`config.mk`:
```
export PLATFORM = sky130hd
export DESIGN_NAME = imem_program_loader
export DESIGN_NICKNAME = d
export VERILOG_FILES = /design/src/rtl/imem_program_loader.sv
export SDC_FILE = /design/constraint.sdc
export NUM_CORES = 1
export LEC_CHECK = 0
export CORE_ASPECT_RATIO = 1.2
export CORE_MARGIN = 4
export CORE_UTILIZATION = 50
export DETAILED_ROUTE_END_ITERATION = 8
export GPL_TIMING_DRIVEN = 0
export PLACE_DENSITY = 0.7
export SYNTH_ARGS = -nofsm -noshare
export SYNTH_HDL_FRONTEND = slang
export SYNTH_SLANG_ARGS = --single-unit
```
`constraint.sdc`:
```
create_clock -name clk -period 2.3 [get_ports clk]
set_input_delay 0.46 -clock clk [delete_from_list [all_inputs] [get_ports clk]]
set_output_delay 0.46 -clock clk [all_outputs]
set_load 0.03 [all_outputs]
```
`src/rtl/imem_program_loader.sv`:
```
// imem_program_loader: takes a byte stream and loads it into instruction memory, then starts the CPU.
// Stream format: 16-bit word count (high byte first), big-endian 32-bit words, then a 1-byte XOR checksum.
// Ports: clk, rst (async active-low), load_go, byte_valid/byte_data/byte_ready (stream handshake),
//   i_mem_we/i_mem_data/i_mem_addr (imem write port), cpu_start, busy, done, err.
module imem_program_loader #(
  parameter logic [15:0] BASE_ADDR      = 16'h0000,
  parameter int unsigned MAX_WORDS      = 1024,
  parameter int unsigned TIMEOUT_CYCLES = 1000000
) (
  input  logic        clk,
  input  logic        rst,
  input  logic        load_go,
  input  logic        byte_valid,
  input  logic [7:0]  byte_data,
  output logic        byte_ready,
  output logic        i_mem_we,
  output logic [31:0] i_mem_data,
  output logic [15:0] i_mem_addr,
  output logic        cpu_start,
  output logic        busy,
  output logic        done,
  output logic        err
);

  typedef enum logic [2:0] {
    S_IDLE, S_HDR_HI, S_HDR_LO, S_DATA, S_CHECK, S_START, S_DONE, S_ERR
  } state_t;

  state_t      state_q, state_d;
  logic [15:0] count_q, count_d;
  logic [15:0] idx_q, idx_d;
  logic [1:0]  nbyte_q, nbyte_d;
  logic [31:0] word_q, word_d;
  logic [7:0]  csum_q, csum_d;
  logic [31:0] tmo_q, tmo_d;
  logic        we_q, we_d;
  logic [31:0] data_q, data_d;
  logic [15:0] addr_q, addr_d;
  logic        start_q, start_d;
  logic        busy_q, busy_d;
  logic        ready_q, ready_d;
  logic        done_q, done_d;
  logic        err_q, err_d;

  logic        accept;
  logic [15:0] hdr_count;
  logic        loading;

  assign accept = byte_valid & ready_q;

  always_comb begin
    state_d   = state_q;
    count_d   = count_q;
    idx_d     = idx_q;
    nbyte_d   = nbyte_q;
    word_d    = word_q;
    csum_d    = csum_q;
    tmo_d     = tmo_q;
    we_d      = 1'b0;
    data_d    = data_q;
    addr_d    = addr_q;
    start_d   = 1'b0;
    done_d    = done_q;
    err_d     = err_q;
    hdr_count = {count_q[15:8], byte_data};
    loading   = 1'b0;

    case (state_q)
      S_IDLE, S_DONE, S_ERR: begin
        if (load_go) begin
          state_d = S_HDR_HI;
          count_d = '0;
          idx_d   = '0;
          nbyte_d = '0;
          word_d  = '0;
          csum_d  = '0;
          tmo_d   = '0;
          done_d  = 1'b0;
          err_d   = 1'b0;
        end
      end
      S_HDR_HI: begin
        loading = 1'b1;
        if (accept) begin
          count_d = {byte_data, 8'h00};
          csum_d  = csum_q ^ byte_data;
          state_d = S_HDR_LO;
        end
      end
      S_HDR_LO: begin
        loading = 1'b1;
        if (accept) begin
          count_d = hdr_count;
          csum_d  = csum_q ^ byte_data;
          if (32'(hdr_count) > MAX_WORDS) begin
            state_d = S_ERR;
            err_d   = 1'b1;
          end else if (hdr_count == 16'd0) begin
            state_d = S_CHECK;
          end else begin
            state_d = S_DATA;
          end
        end
      end
      S_DATA: begin
        loading = 1'b1;
        if (accept) begin
          csum_d  = csum_q ^ byte_data;
          word_d  = {word_q[23:0], byte_data};
          nbyte_d = nbyte_q + 2'd1;
          if (nbyte_q == 2'd3) begin
            we_d   = 1'b1;
            data_d = {word_q[23:0], byte_data};
            addr_d = BASE_ADDR + idx_q;
            idx_d  = idx_q + 16'd1;
            if (idx_d == count_q) state_d = S_CHECK;
          end
        end
      end
      S_CHECK: begin
        loading = 1'b1;
        if (accept) begin
          if (byte_data == csum_q) begin
            state_d = S_START;
            start_d = 1'b1;
          end else begin
            state_d = S_ERR;
            err_d   = 1'b1;
          end
        end
      end
      S_START: begin
        state_d = S_DONE;
        done_d  = 1'b1;
      end
      default: state_d = S_IDLE;
    endcase

    // Idle-cycle watchdog shared by all byte-accepting states; an abort never
    // coincides with a write because writes only follow an accepted byte.
    if (loading) begin
      if (accept) begin
        tmo_d = '0;
      end else begin
        tmo_d = tmo_q + 32'd1;
        if (tmo_d >= TIMEOUT_CYCLES) begin
          state_d = S_ERR;
          err_d   = 1'b1;
        end
      end
    end

    ready_d = (state_d == S_HDR_HI) || (state_d == S_HDR_LO) ||
              (state_d == S_DATA)   || (state_d == S_CHECK);
    busy_d  = ready_d || (state_d == S_START);
  end

  always_ff @(posedge clk or negedge rst) begin
    if (!rst) begin
      state_q <= S_IDLE;
      count_q <= '0;
      idx_q   <= '0;
      nbyte_q <= '0;
      word_q  <= '0;
      csum_q  <= '0;
      tmo_q   <= '0;
      we_q    <= 1'b0;
      data_q  <= '0;
      addr_q  <= '0;
      start_q <= 1'b0;
      busy_q  <= 1'b0;
      ready_q <= 1'b0;
      done_q  <= 1'b0;
      err_q   <= 1'b0;
    end else begin
      state_q <= state_d;
      count_q <= count_d;
      idx_q   <= idx_d;
      nbyte_q <= nbyte_d;
      word_q  <= word_d;
      csum_q  <= csum_d;
      tmo_q   <= tmo_d;
      we_q    <= we_d;
      data_q  <= data_d;
      addr_q  <= addr_d;
      start_q <= start_d;
      busy_q  <= busy_d;
      ready_q <= ready_d;
      done_q  <= done_d;
      err_q   <= err_d;
    end
  end

  assign byte_ready = ready_q;
  assign i_mem_we   = we_q;
  assign i_mem_data = data_q;
  assign i_mem_addr = addr_q;
  assign cpu_start  = start_q;
  assign busy       = busy_q;
  assign done       = done_q;
  assign err        = err_q;

endmodule

```
* Word-level counts from Yosys, hierarchy flattened
Cells that the tools add are included.
** Word-level totals
- Register bits :: 155
- Input bits :: 12
- Output and inout port bits :: 54
- Logic and storage cells :: 120
** Cells by class
- Add/subtract/negate cells :: 3
- Order comparisons :: 2
- Eq/ne operators :: 21
- Muxes and demuxes :: 51
- Bitwise operators :: 3
- Reduce and logical (&&, ||, !) cells :: 24
** Operators with widths (count)
- 32-bit two-way mux :: 4
- 16-bit two-way mux :: 4
- 16-bit case mux with 3 select lines :: 1
- 24-bit case mux with 2 select lines :: 1
- 3-bit two-way mux :: 12
- 32-bit by 1-bit adder with 32-bit output, second input constant :: 1
- 32-bit by 20-bit greater-or-equal comparator with 1-bit output, second input constant :: 1
- 16-bit case mux with 2 select lines :: 1
- 24-bit two-way mux :: 1
- 8-bit two-way mux :: 3
- 3-bit equality test, second input constant :: 6
- 3-bit case mux with 6 select lines :: 1
- 16-bit by 1-bit adder with 16-bit output, second input constant :: 1
- 16-bit equality test :: 1
- 16-bit by 11-bit greater-than comparator with 1-bit output, second input constant :: 1
- 16-bit logical NOT :: 1
- 1-bit two-way mux :: 16
- 8-bit case mux with 2 select lines :: 1
- 3-bit by 2-bit equality test with 1-bit output, second input constant :: 4
- 4-bit AND reduction :: 3
- 2-bit nonzero test :: 6
- 2-bit inequality test, second input constant :: 5
- 3-bit AND reduction :: 3
- 8-bit equality test :: 1
- 17 further kinds :: 25

* Longest topological paths before layout
Gate-level depths: netlist (run 1).
- Depth after elaboration :: 14
- Gate-level depth with buffers :: 10
- Depth with buffers taken out :: 9

* Worst setup path before layout (run 1)
Ideal clock, no wire load.
- Kind :: flip-flop to flip-flop
- Start :: reg tmo_q[0]
- End :: reg ready_q, in the netlist byte_ready
- Setup time :: 124 ps
- Data arrival time :: 2395 ps
- Data required time :: 2176 ps
- Path slack :: -219 ps
- Stages on the path, launching flop included :: 11
- Path buffers :: 1
- Period minus slack after synthesis :: 2519 ps
- Path through :: dfrtp_1 ha_1 nand2_1 or3_1 buf_2 nor2_1 xnor2_1 a2111o_1 a221oi_2 o41ai_2 a21boi_1
** On the way
- Word-level cells in the longest chain between the ends :: 9
- Elaborated cells on any way between the ends :: 12
- Those cells by class :: 1 x add/sub; 1 x order compare; 4 x eq/ne; 3 x mux; 3 x reduce/logical
** RTL lines
- start: declaration :: line 35 : logic [31:0] tmo_q, tmo_d;
- start signal: assignment :: line 182 : tmo_q <= tmo_d;
- 32-bit by 1-bit adder with 32-bit output * :: line 145 : tmo_d = tmo_q + 32'd1;
- 32-bit by 20-bit greater-or-equal comparator with 1-bit output * :: line 146 : if (tmo_d >= TIMEOUT_CYCLES) begin
- 3-bit two-way mux * :: line 146
- 3-bit two-way mux * :: line 142 : if (accept) begin
- 3-bit two-way mux * :: line 141 : if (loading) begin
- 3-bit by 1-bit equality test with 1-bit output / 3-bit by 2-bit equality test with 1-bit output (equally long branches) :: line 153 : ready_d = (state_d == S_HDR_HI) || (state_d == S_HDR_LO) ||
- 1-bit logical OR (2 in a row) :: line 153
- 1-bit logical OR * :: line 154 : (state_d == S_DATA) || (state_d == S_CHECK);
- net ready_d :: line 41 : logic ready_q, ready_d;
- end signal: assignment :: line 188 : ready_q <= ready_d;
- end: declaration :: line 41
The timed path passes the listed nets; every way through them passes the cells marked *.
A chain may end at the register's enable or synchronous reset.

* Final worst setup path (run 1)
Same ends and word-level chain as after synthesis.

==> results of run 1 <==
## where the power goes
group	switching [W]	total, W	internal [W]
sequential	0.000355	0.00348	0.00312
combinational	0.00231	0.00373	0.00142
clock	0.00129	0.00273	0.00144
## cells in the final DEF, fill, tap and decap left out, types with 10 or more instances in the layout
master,Yosys,final
xnor2_1,10,10
nand4_1,16,16
dfrtp_1,155,139
xor2_1,19,19
nor2_1,56,52
nand3_1,46,41
clkbuf_16,0,17
clkdlybuf4s50_1,0,54
buf_6,0,11
nand2_1,252,250
dfrtp_2,0,16
a31oi_1,12,11
clkbuf_2,1,20
o31ai_1,14,14
clkbuf_1,52,20
o21ai_0,134,128
inv_1,26,25
buf_4,2,37
a21oi_1,27,26
nor3_1,18,13
## final cells by class
class,instances,area share (%)
clock inverters,15,1.53
repair buffers,93,8.57
multi-input cells,724,40.6
well taps,208,2.55
inverters,26,0.956
flip-flops and latches,155,38.2
plain buffers,62,3.43
clock buffers,17,4.17
## registers in the layout, indices dropped and copies added (netlist names), 2 cells and up
register	count
nbyte_q	2
word_q	24
idx_q	16
i_mem_data	32
tmo_q	32
csum_q	8
i_mem_addr	16
count_q	16
state_q	3
## per-stage QoR
step	cells	setup TNS [ns]	hold slack [ns]	power (W)	util, %
2_1_floorplan	976	-0.280	0.164	0.00561	-
3_3_place_gp	1241	-935.02	0.452	0.00655	57.0
3_5_place_dp	1242	-78.51	0.453	0.00659	57.1
4_1_cts	1284	-2.10	0.0459	0.00952	63.3
5_1_grt	1300	-3.90	0.0735	0.0105	65.0
6_report	1300	-0.907	0.0207	0.00993	65.0
## logic make-up after synthesis
logic type | Yosys count | synth area share [%]
AOI/OAI and AO/OA | 233 | 17.2
xor gates and xnor gates | 29 | 3.15
adders and majority gates | 4 | 0.621
buffers and inverters | 97 | 4.84
DFF | 155 | 48.1
muxes | 4 | 0.574
and+or+nand+nor | 454 | 25.5
## worst max-delay path, stage by stage (launching register included)
cell and delay (ns):
dfrtp_2 0.39, ha_4 0.16, nand2_4 0.07, or3_4 0.43, or4_1 0.42, o2111ai_2 0.09
a31oi_2 0.08, a221oi_4 0.37, o41ai_4 0.16, a21boi_2 0.20
## timing repair
item / in CTS / in global routing
resized for setup: 81 / 61
endpoints found under the setup margin: 111 / 108
buffers inserted: 19 / 15
gates cloned: 0 / 1
pin swaps: 19 / 13
## final timing paths
path                                    from             end  slack [ns]  cells after the start
worst min-delay path                     rst   i_mem_addr[2]        0.02                      1
min in group clk                byte_data[1]   i_mem_data[1]        0.35                      3
worst max register to register      tmo_q[0]      byte_ready       -0.18                      9
worst max-delay path                tmo_q[0]      byte_ready       -0.18                      9
worst min register to register    word_q[21]  i_mem_data[29]        0.47                      2
max in group asynchronous                rst      nbyte_q[1]        1.43                      2
## metal layers
layer	vias to the layer above	wire, um	share of wire [%]	track usage (%)
met5	-	0	0	0
met3	40	862	4.1	3.93
li1	3574	-	-	-
met2	194	10600	51	38.8
met4	0	571	2.7	10.4
met1	3534	8810	42	30.4
==> qor.yml, run 1 <==
outcome: "finished with violations"
violations: "negative setup slack"
fin_ws_ns: -0.183
grt_pass1_wl_um: 34300
start_util_pct: 51.3
synth_area_leaders: "dfrtp_1, nand2_1, o21ai_0, nand3_1, nor2_1"
fin_worst_skew_ns: 0.00762
htreeDepth: 4
fmax_mhz: 403
synth_edf_count: 0
p_leak_nw: 4.64
die_area_mm2: 0.0182
slew_viol_final: 0
avgRoutedWirePerCell_um: 16.1
hold_class: "primary input to async pin"
fin_area_mm2: 0.0102
clock-sinks: 155
die_y_um: 147
async_flop_share_pct: 100
ant_nets: 0
startpoint_type: "flip-flop"
syn_inst: 976
rsz0062_at_grt: "true"
synth_cell_type_count: 68
setup_viol: 6
die_w_um: 124
antenna_found_initial: 0
synth.most_common_cell: "nand2_1"
synth_common_cells: "nand2_1, dfrtp_1, o21ai_0"
core_mm2: 0.0157
grt-ovfl-total: 0
routed_wl_um: 20900
drtPass1Iterations: 5
postPlaceCellArea_mm2: 0.00897
track_usage_pct: 23.6
gp_congestion: 0.890
syn_to_final_growth_pct: 26.6
viasPerCell: 5.65
cts_buffers: 17
rows: 50
num_io_pins: 66
final-seq-area_mm2: 0.00390
clockBufferDepth: 2
grt_max_degree: 90
yosysWarnings: 0
fin_crit_sh_pct: 108
worstPathArrival_ns: 2.80
synth_seq_area_share_pct: 48.1
diodes: 0
hold_buffers: 0
pre_cts_ws_ns: -0.956
cts_tree: "done"
fillCellCount: 1299
cts-root-buf: "clkbuf_16"
drive_gt1_share_pct: 17.3
cap_viol_max_count: 0
peakVddDrop_mv: 0.711
max-slew-margin-rel_pct: 56.8
post-synth-top-area-cell: "dfrtp_1"
grt_pass1_vias: 6983
port_buffers: 57
critical_path_class: "flip-flop to flip-flop"
crit_path_max_fanout: 6
multi_input_area_mm2: 0.00415
cp.required_ns: 2.62
syn_area_mm2: 0.00806
dr.first_iter.drc_count: 645
num_vias: 7342
crit_path_end_kind: "flip-flop"
fin_crit_ns: 2.48
hpwl_um: 14100
nets: 1095
synth_fp_nets: 992
synth_area_per_cell_um2: 8.26
p_per_area_mw_per_mm2: 973
ys_ff_latch: 155
clk_pin_slew_worst_paths_ns: 0.07
drc_errors: 0
synth_top_cell_area_share_pct: 48.1
synth-main-ff-cell: "dfrtp_1"
tightest_slew_ns: 0.649
insertion_delay_ns: 0.44
hold_violations: 0
Power figures use the tool's default switching activity.
==> inputs of run 2 (changes only) <==
--- a/config.mk
+++ b/config.mk
@@ -7,10 +7,10 @@
 export LEC_CHECK = 0
 export CORE_ASPECT_RATIO = 1.2
 export CORE_MARGIN = 4
-export CORE_UTILIZATION = 50
+export CORE_UTILIZATION = 53
 export DETAILED_ROUTE_END_ITERATION = 8
 export GPL_TIMING_DRIVEN = 0
-export PLACE_DENSITY = 0.7
+export PLACE_DENSITY = 0.74
 export SYNTH_ARGS = -nofsm -noshare
 export SYNTH_HDL_FRONTEND = slang
 export SYNTH_SLANG_ARGS = --single-unit
==> run 2 against run 1 <==
The flow still finishes with violations (negative setup slack). Combinational power shrank 5%. Total power decreased by 1.3%. Hold slack gained 0.098 ns. Die area decreased by 5.3%. Sequential share of layout area up 0.39 points. Global-route usage increased by 1.7 points. Worst setup slack worse by 0.10 ns. Sequential power is essentially flat. First-iteration DRC count down 18%. Clock skew up 0.0019 ns. Non-clock buffer count is 3 lower. Highest routed layer unchanged.
==> qor.yml, run 2 (same netlist as run 1, synthesis figures left out) <==
outcome: "finished with violations"
violations: "negative setup slack"
p_seq_share_pct: 35.6
routed_wl_um: 21000
switching_power_w: 0.00387
place_inst: 1238
intPower_w: 0.00593
avgRoutedWirePerCell_um: 16.2
hold_buffers: 0
track_usage_pct: 25.3
num_io_pins: 66
startpoint_type: "flip-flop"
fin_crit_ns: 2.58
hpwl_um: 13900
core_mm2: 0.0150
drive_gt1_share_pct: 15.6
cap_viol_max_count: 0
clock-sinks: 155
ant_nets: 0
slowest_stage: "or4_1"
grt_pass1_wl_um: 35000
fmax_mhz: 387
htreeDepth: 4
peakVddDrop_mv: 0.843
layout_common_cells: "nand2_1, dfrtp_1, o21ai_0, clkdlybuf4s50_1, nor2_1"
rows: 49
nets: 1092
drtPass1Iterations: 7
final-seq-area_mm2: 0.00389
swShare_pct: 39.5
final_util_pct: 67.4
power.clock.fraction_pct: 28.4
stdcell_count: 1293
fin_ws_ns: -0.284
drc_errors: 0
dr.first_iter.drc_count: 530
cts_tree: "done"
die_y_um: 143
cp.required_ns: 2.62
insertion_delay_ns: 0.44
fillCellCount: 1229
clockBufferDepth: 2
grt-ovfl-total: 0
grt_max_degree: 92
num_vias: 7361
die_area_mm2: 0.0173
tightest_slew_ns: 0.876
fin_worst_skew_ns: 0.00949
combPwrFrac_pct: 36.0
fin_crit_sh_pct: 112
cts-root-buf: "clkbuf_16"
start_util_pct: 53.9
cts_buffers: 17
worstPathArrival_ns: 2.91
antenna_found_initial: 0
clk_pin_slew_worst_paths_ns: 0.07
port_buffers: 57
die_w_um: 121
setup_viol: 21
grt_pass1_vias: 7051
gp_congestion: 0.936
rsz0062_at_grt: "true"
slew_viol_final: 0
final_common_cell: "nand2_1"
crit_path_max_incr_delay_ns: 0.40
crit_path_end_kind: "flip-flop"
critical_path_class: "flip-flop to flip-flop"
hold_violations: 0
syn_to_final_growth_pct: 25.1
multi_input_area_mm2: 0.00409
viasPerCell: 5.69
p_per_area_mw_per_mm2: 972
max-slew-margin-rel_pct: 41.6
diodes: 0
hold_class: "primary input to async pin"
p_leak_nw: 4.59
crit_chain: "ha_4, nand2_4, or3_1, buf_6, or4_1, o2111ai_1, a31oi_2, a221oi_4, o41ai_4, a21boi_2"
crit_path_max_fanout: 8
reg2reg_depth: 10
[run 2: cell count changes in the layout (fill, tap and decap cells not counted), moves of 4 or more]
cell	delta
buf_4	-4
dfrtp_1	+6
buf_6	-5
clkbuf_1	+4
dfrtp_2	-6
[run 2: layer usage]
metal  vias up  part of all wire [%]  track usage [%]
met5         -                     0                0
met4         0                   3.2             11.8
met3        55                   5.2             4.99
met2       236                    49             42.0
met1      3504                    42             31.9
li1       3566                     -                -
[run 2: final timing paths]
check,end,from,slack [ns]
setup / recovery,byte_ready,tmo_q[0],-0.28
hold / removal,i_mem_addr[15],rst,0.12
setup reg to reg,byte_ready,tmo_q[0],-0.28
hold reg to reg,i_mem_data[28],i_mem_data[28],0.47
max in group asynchronous,i_mem_data[4],rst,1.36
min in group clk,i_mem_data[2],byte_data[2],0.39
[run 2: layout make-up]
cell class	count	area share [%]
Multi-Input combinational cell	724	40.5
Sequential cell	155	38.6
Timing Repair Buffer	87	8.25
Clock buffer	17	4.22
Buffer	65	3.41
Tap cell	204	2.53
Clock inverter	15	1.55
Inverter	26	0.967
[run 2: worst max-delay path, delay by kind of cell (launching register included)]
kind	cells	cell delay (ns)
AOI/OAI and AO/OA	5	0.91
adders and majority gates	1	0.16
buffers and inverters	1	0.15
DFF	1	0.39
and+or+nand+nor	3	0.85
[run 2: metrics by stage]
step | cell area, um^2 | hold WS [ns] | setup slack, ns | setup TNS, ns | power (W)
after floorplan | 8110 | 0.164 | -0.0819 | -0.280 | 0.00561
after global placement | 8940 | 0.451 | -5.59 | -927.46 | 0.00652
after detailed placement | 8970 | 0.459 | -0.827 | -66.27 | 0.00657
after CTS | 9940 | 0.152 | -0.213 | -1.05 | 0.00955
after global routing | 10100 | 0.181 | -0.397 | -12.82 | 0.0104
final | 10100 | 0.119 | -0.284 | -1.85 | 0.00980
[run 2: timing repair]
action,CTS,global route
resized for setup,70,32
endpoints found under the setup margin,105,104
hold endpoints to repair,0,0
buffers inserted,27,8
pin swaps,19,12
[run 2: power groups by stage]
stage / sequential [W] / clock, W / combinational (W)
4_1_cts: 0.00347 / 0.00280 / 0.00328
6_report: 0.00349 / 0.00278 / 0.00353
5_1_grt: 0.00353 / 0.00294 / 0.00392
3_3_place_gp: 0.00349 / 0 / 0.00303
3_5_place_dp: 0.00350 / 0 / 0.00307
2_1_floorplan: 0.00350 / 0 / 0.00211
==> inputs of run 3 (changes only) <==
--- a/config.mk
+++ b/config.mk
@@ -5,7 +5,7 @@
 export SDC_FILE = /design/constraint.sdc
 export NUM_CORES = 1
 export LEC_CHECK = 0
-export CORE_ASPECT_RATIO = 1.2
+export CORE_ASPECT_RATIO = 1.25
 export CORE_MARGIN = 4
 export CORE_UTILIZATION = 53
 export DETAILED_ROUTE_END_ITERATION = 8
==> run 3 against run 2 <==
The flow still finishes with violations (negative setup slack). Sequential power about the same. Maximum frequency increased by 2.3%. Critical path depth unchanged. Final area increased by 4.4%. Final cell count increased by 0.54%. Global-route usage decreased by 0.60 points. Count of clock-buffer cells in the layout increased by 3. Combinational power increased by 6.5%. Non-clock buffer count increased by 29. Worst setup slack improved by 0.059 ns. Largest power group unchanged.
==> qor.yml, run 3 (same netlist as run 1, synthesis figures left out) <==
critical_path_class: "flip-flop to flip-flop"
drtPass1Iterations: 5
die_area_mm2: 0.0173
fin_ws_ns: -0.225
slew_viol_final: 0
violations: "negative setup slack"
fin_worst_skew_ns: 0.0108
final_util_pct: 70.4
cts_tree: "done"
grt-ovfl-total: 0
start_util_pct: 53.9
cts-root-buf: "clkbuf_16"
nets: 1121
crit_chain: "ha_4, nand2_4, or3_4, nor2_2, xnor2_1, a2111o_1, a221oi_4, o41ai_4, buf_4, a21boi_1"
num_io_pins: 66
antenna_found_initial: 0
gp_congestion: 0.898
startpoint_type: "flip-flop"
clk_pin_slew_worst_paths_ns: 0.07
diodes: 0
peakVddDrop_mv: 0.600
grt_pass1_wl_um: 35000
dr_wl_met3_um: 1010
p_leak_nw: 4.83
final.setup.tns_ns: -0.862
port_buffers: 57
layout_common_cells: "nand2_1, dfrtp_1, o21ai_0, buf_4, clkdlybuf4s50_1"
outcome: "finished with violations"
drt-met1-wl_um: 8680
highest_layer: "met4"
insertion_delay_ns: 0.43
cts_buffers: 17
hold_class: "primary input to flip-flop"
crit_path_end_kind: "flip-flop"
num_vias: 7591
reg2reg_depth: 10
die_y_um: 146
htreeDepth: 4
grt_pass1_vias: 7186
grt_max_degree: 100
crit_path_max_incr_delay_ns: 0.40
viasPerCell: 5.84
setup_viol: 7
drc_errors: 0
avgRoutedWirePerCell_um: 16.8
clock-sinks: 155
clockBufferDepth: 2
ant_nets: 0
slowest_stage: "dfrtp_2"
worstPathArrival_ns: 2.83
cap_viol_max_count: 0
routed_wl_um: 21800
fin_crit_ns: 2.53
final_common_cell: "nand2_1"
dr_wl_met2_um: 11300
hpwl_um: 14000
tightest_slew_ns: 0.547
fmax_mhz: 396
cp.required_ns: 2.61
hold_violations: 0
dr.first_iter.drc_count: 669
rows: 50
die_w_um: 118
syn_to_final_growth_pct: 30.6
p_per_area_mw_per_mm2: 943
drive_gt1_share_pct: 20.1
track_usage_pct: 24.7
max-slew-margin-rel_pct: 63.4
fin_crit_sh_pct: 110
crit_path_max_fanout: 6
core_mm2: 0.0150
holdPathStages: 3
rsz0062_at_grt: "true"
## run 3: cell count changes in the layout (fill, tap and decap cells not counted), moves of 4 or more
cell,before,now
buf_4,33,62
buf_6,6,16
clkbuf_1,24,19
clkbuf_2,19,11
clkbuf_4,2,7
dfrtp_1,145,139
dfrtp_2,10,16
nand3_1,41,37
## run 3: worst paths after layout
check                         startpoint        endpoint  slack (ns)
hold / removal              byte_data[6]   i_mem_data[6]        0.29
setup / recovery                tmo_q[1]      byte_ready       -0.23
min in group asynchronous            rst  i_mem_data[26]        0.56
setup reg to reg                tmo_q[1]      byte_ready       -0.23
max in group asynchronous            rst      state_q[0]        0.83
hold reg to reg            i_mem_addr[6]   i_mem_addr[6]        0.47
## run 3: layout make-up
| cell class | count | area [um^2] |
|---|---|---|
| inverters | 26 | 97.6 |
| flip-flops and latches | 155 | 3900 |
| clock buffers | 20 | 457 |
| clock inverters | 12 | 109 |
| repair buffers | 120 | 1100 |
| plain buffers | 61 | 390 |
| fillers | 1107 | 4420 |
| multi-input cells | 724 | 4240 |
| well taps | 182 | 228 |
## run 3: power by group
| part | switching (W) | internal [W] | total (W) |
|---|---|---|---|
| registers | 0.000370 | 0.00313 | 0.00350 |
| clock network | 0.00120 | 0.00147 | 0.00267 |
| logic | 0.00237 | 0.00140 | 0.00376 |
| total | 0.00394 | 0.00599 | 0.00993 |
## run 3: metal layers
metal | global-route usage (%) | vias up
met2 | 43.5 | 279
li1 | - | 3625
met4 | 12.0 | 0
met3 | 4.63 | 59
met5 | 0 | -
met1 | 28.7 | 3628
## run 3: critical path: cells and delay by family (launching register included)
family / cells / cell delay, ns
AO/OA/AOI/OAI: 4 / 0.94
AND/OR/NAND/NOR: 3 / 0.64
flip-flops: 1 / 0.40
buffers and inverters: 1 / 0.17
adder cells (fa/ha/maj): 1 / 0.16
XOR/XNOR: 1 / 0.09
## run 3: repair_timing
action	in CTS	in global routing
pin swaps	24	38
endpoints found under the hold margin	12	0
setup buffers	35	27
gates resized for setup	92	98
hold buffers	1	0
cloned	1	0
setup endpoints to repair	104	100
## run 3: per-stage QoR
| step | instances | worst slack, ns | instance area [um^2] | power (W) | hold WS, ns |
|---|---|---|---|---|---|
| after global routing | 1300 | -0.287 | 10500 | 0.0105 | 0.298 |
| final | 1300 | -0.225 | 10500 | 0.00993 | 0.294 |
| after detailed placement | 1216 | -0.729 | 8940 | 0.00657 | 0.454 |
| after floorplan | 976 | -0.0819 | 8110 | 0.00561 | 0.164 |
| after global placement | 1215 | -5.51 | 8910 | 0.00652 | 0.450 |
| after CTS | 1278 | -0.220 | 10100 | 0.00955 | 0.383 |
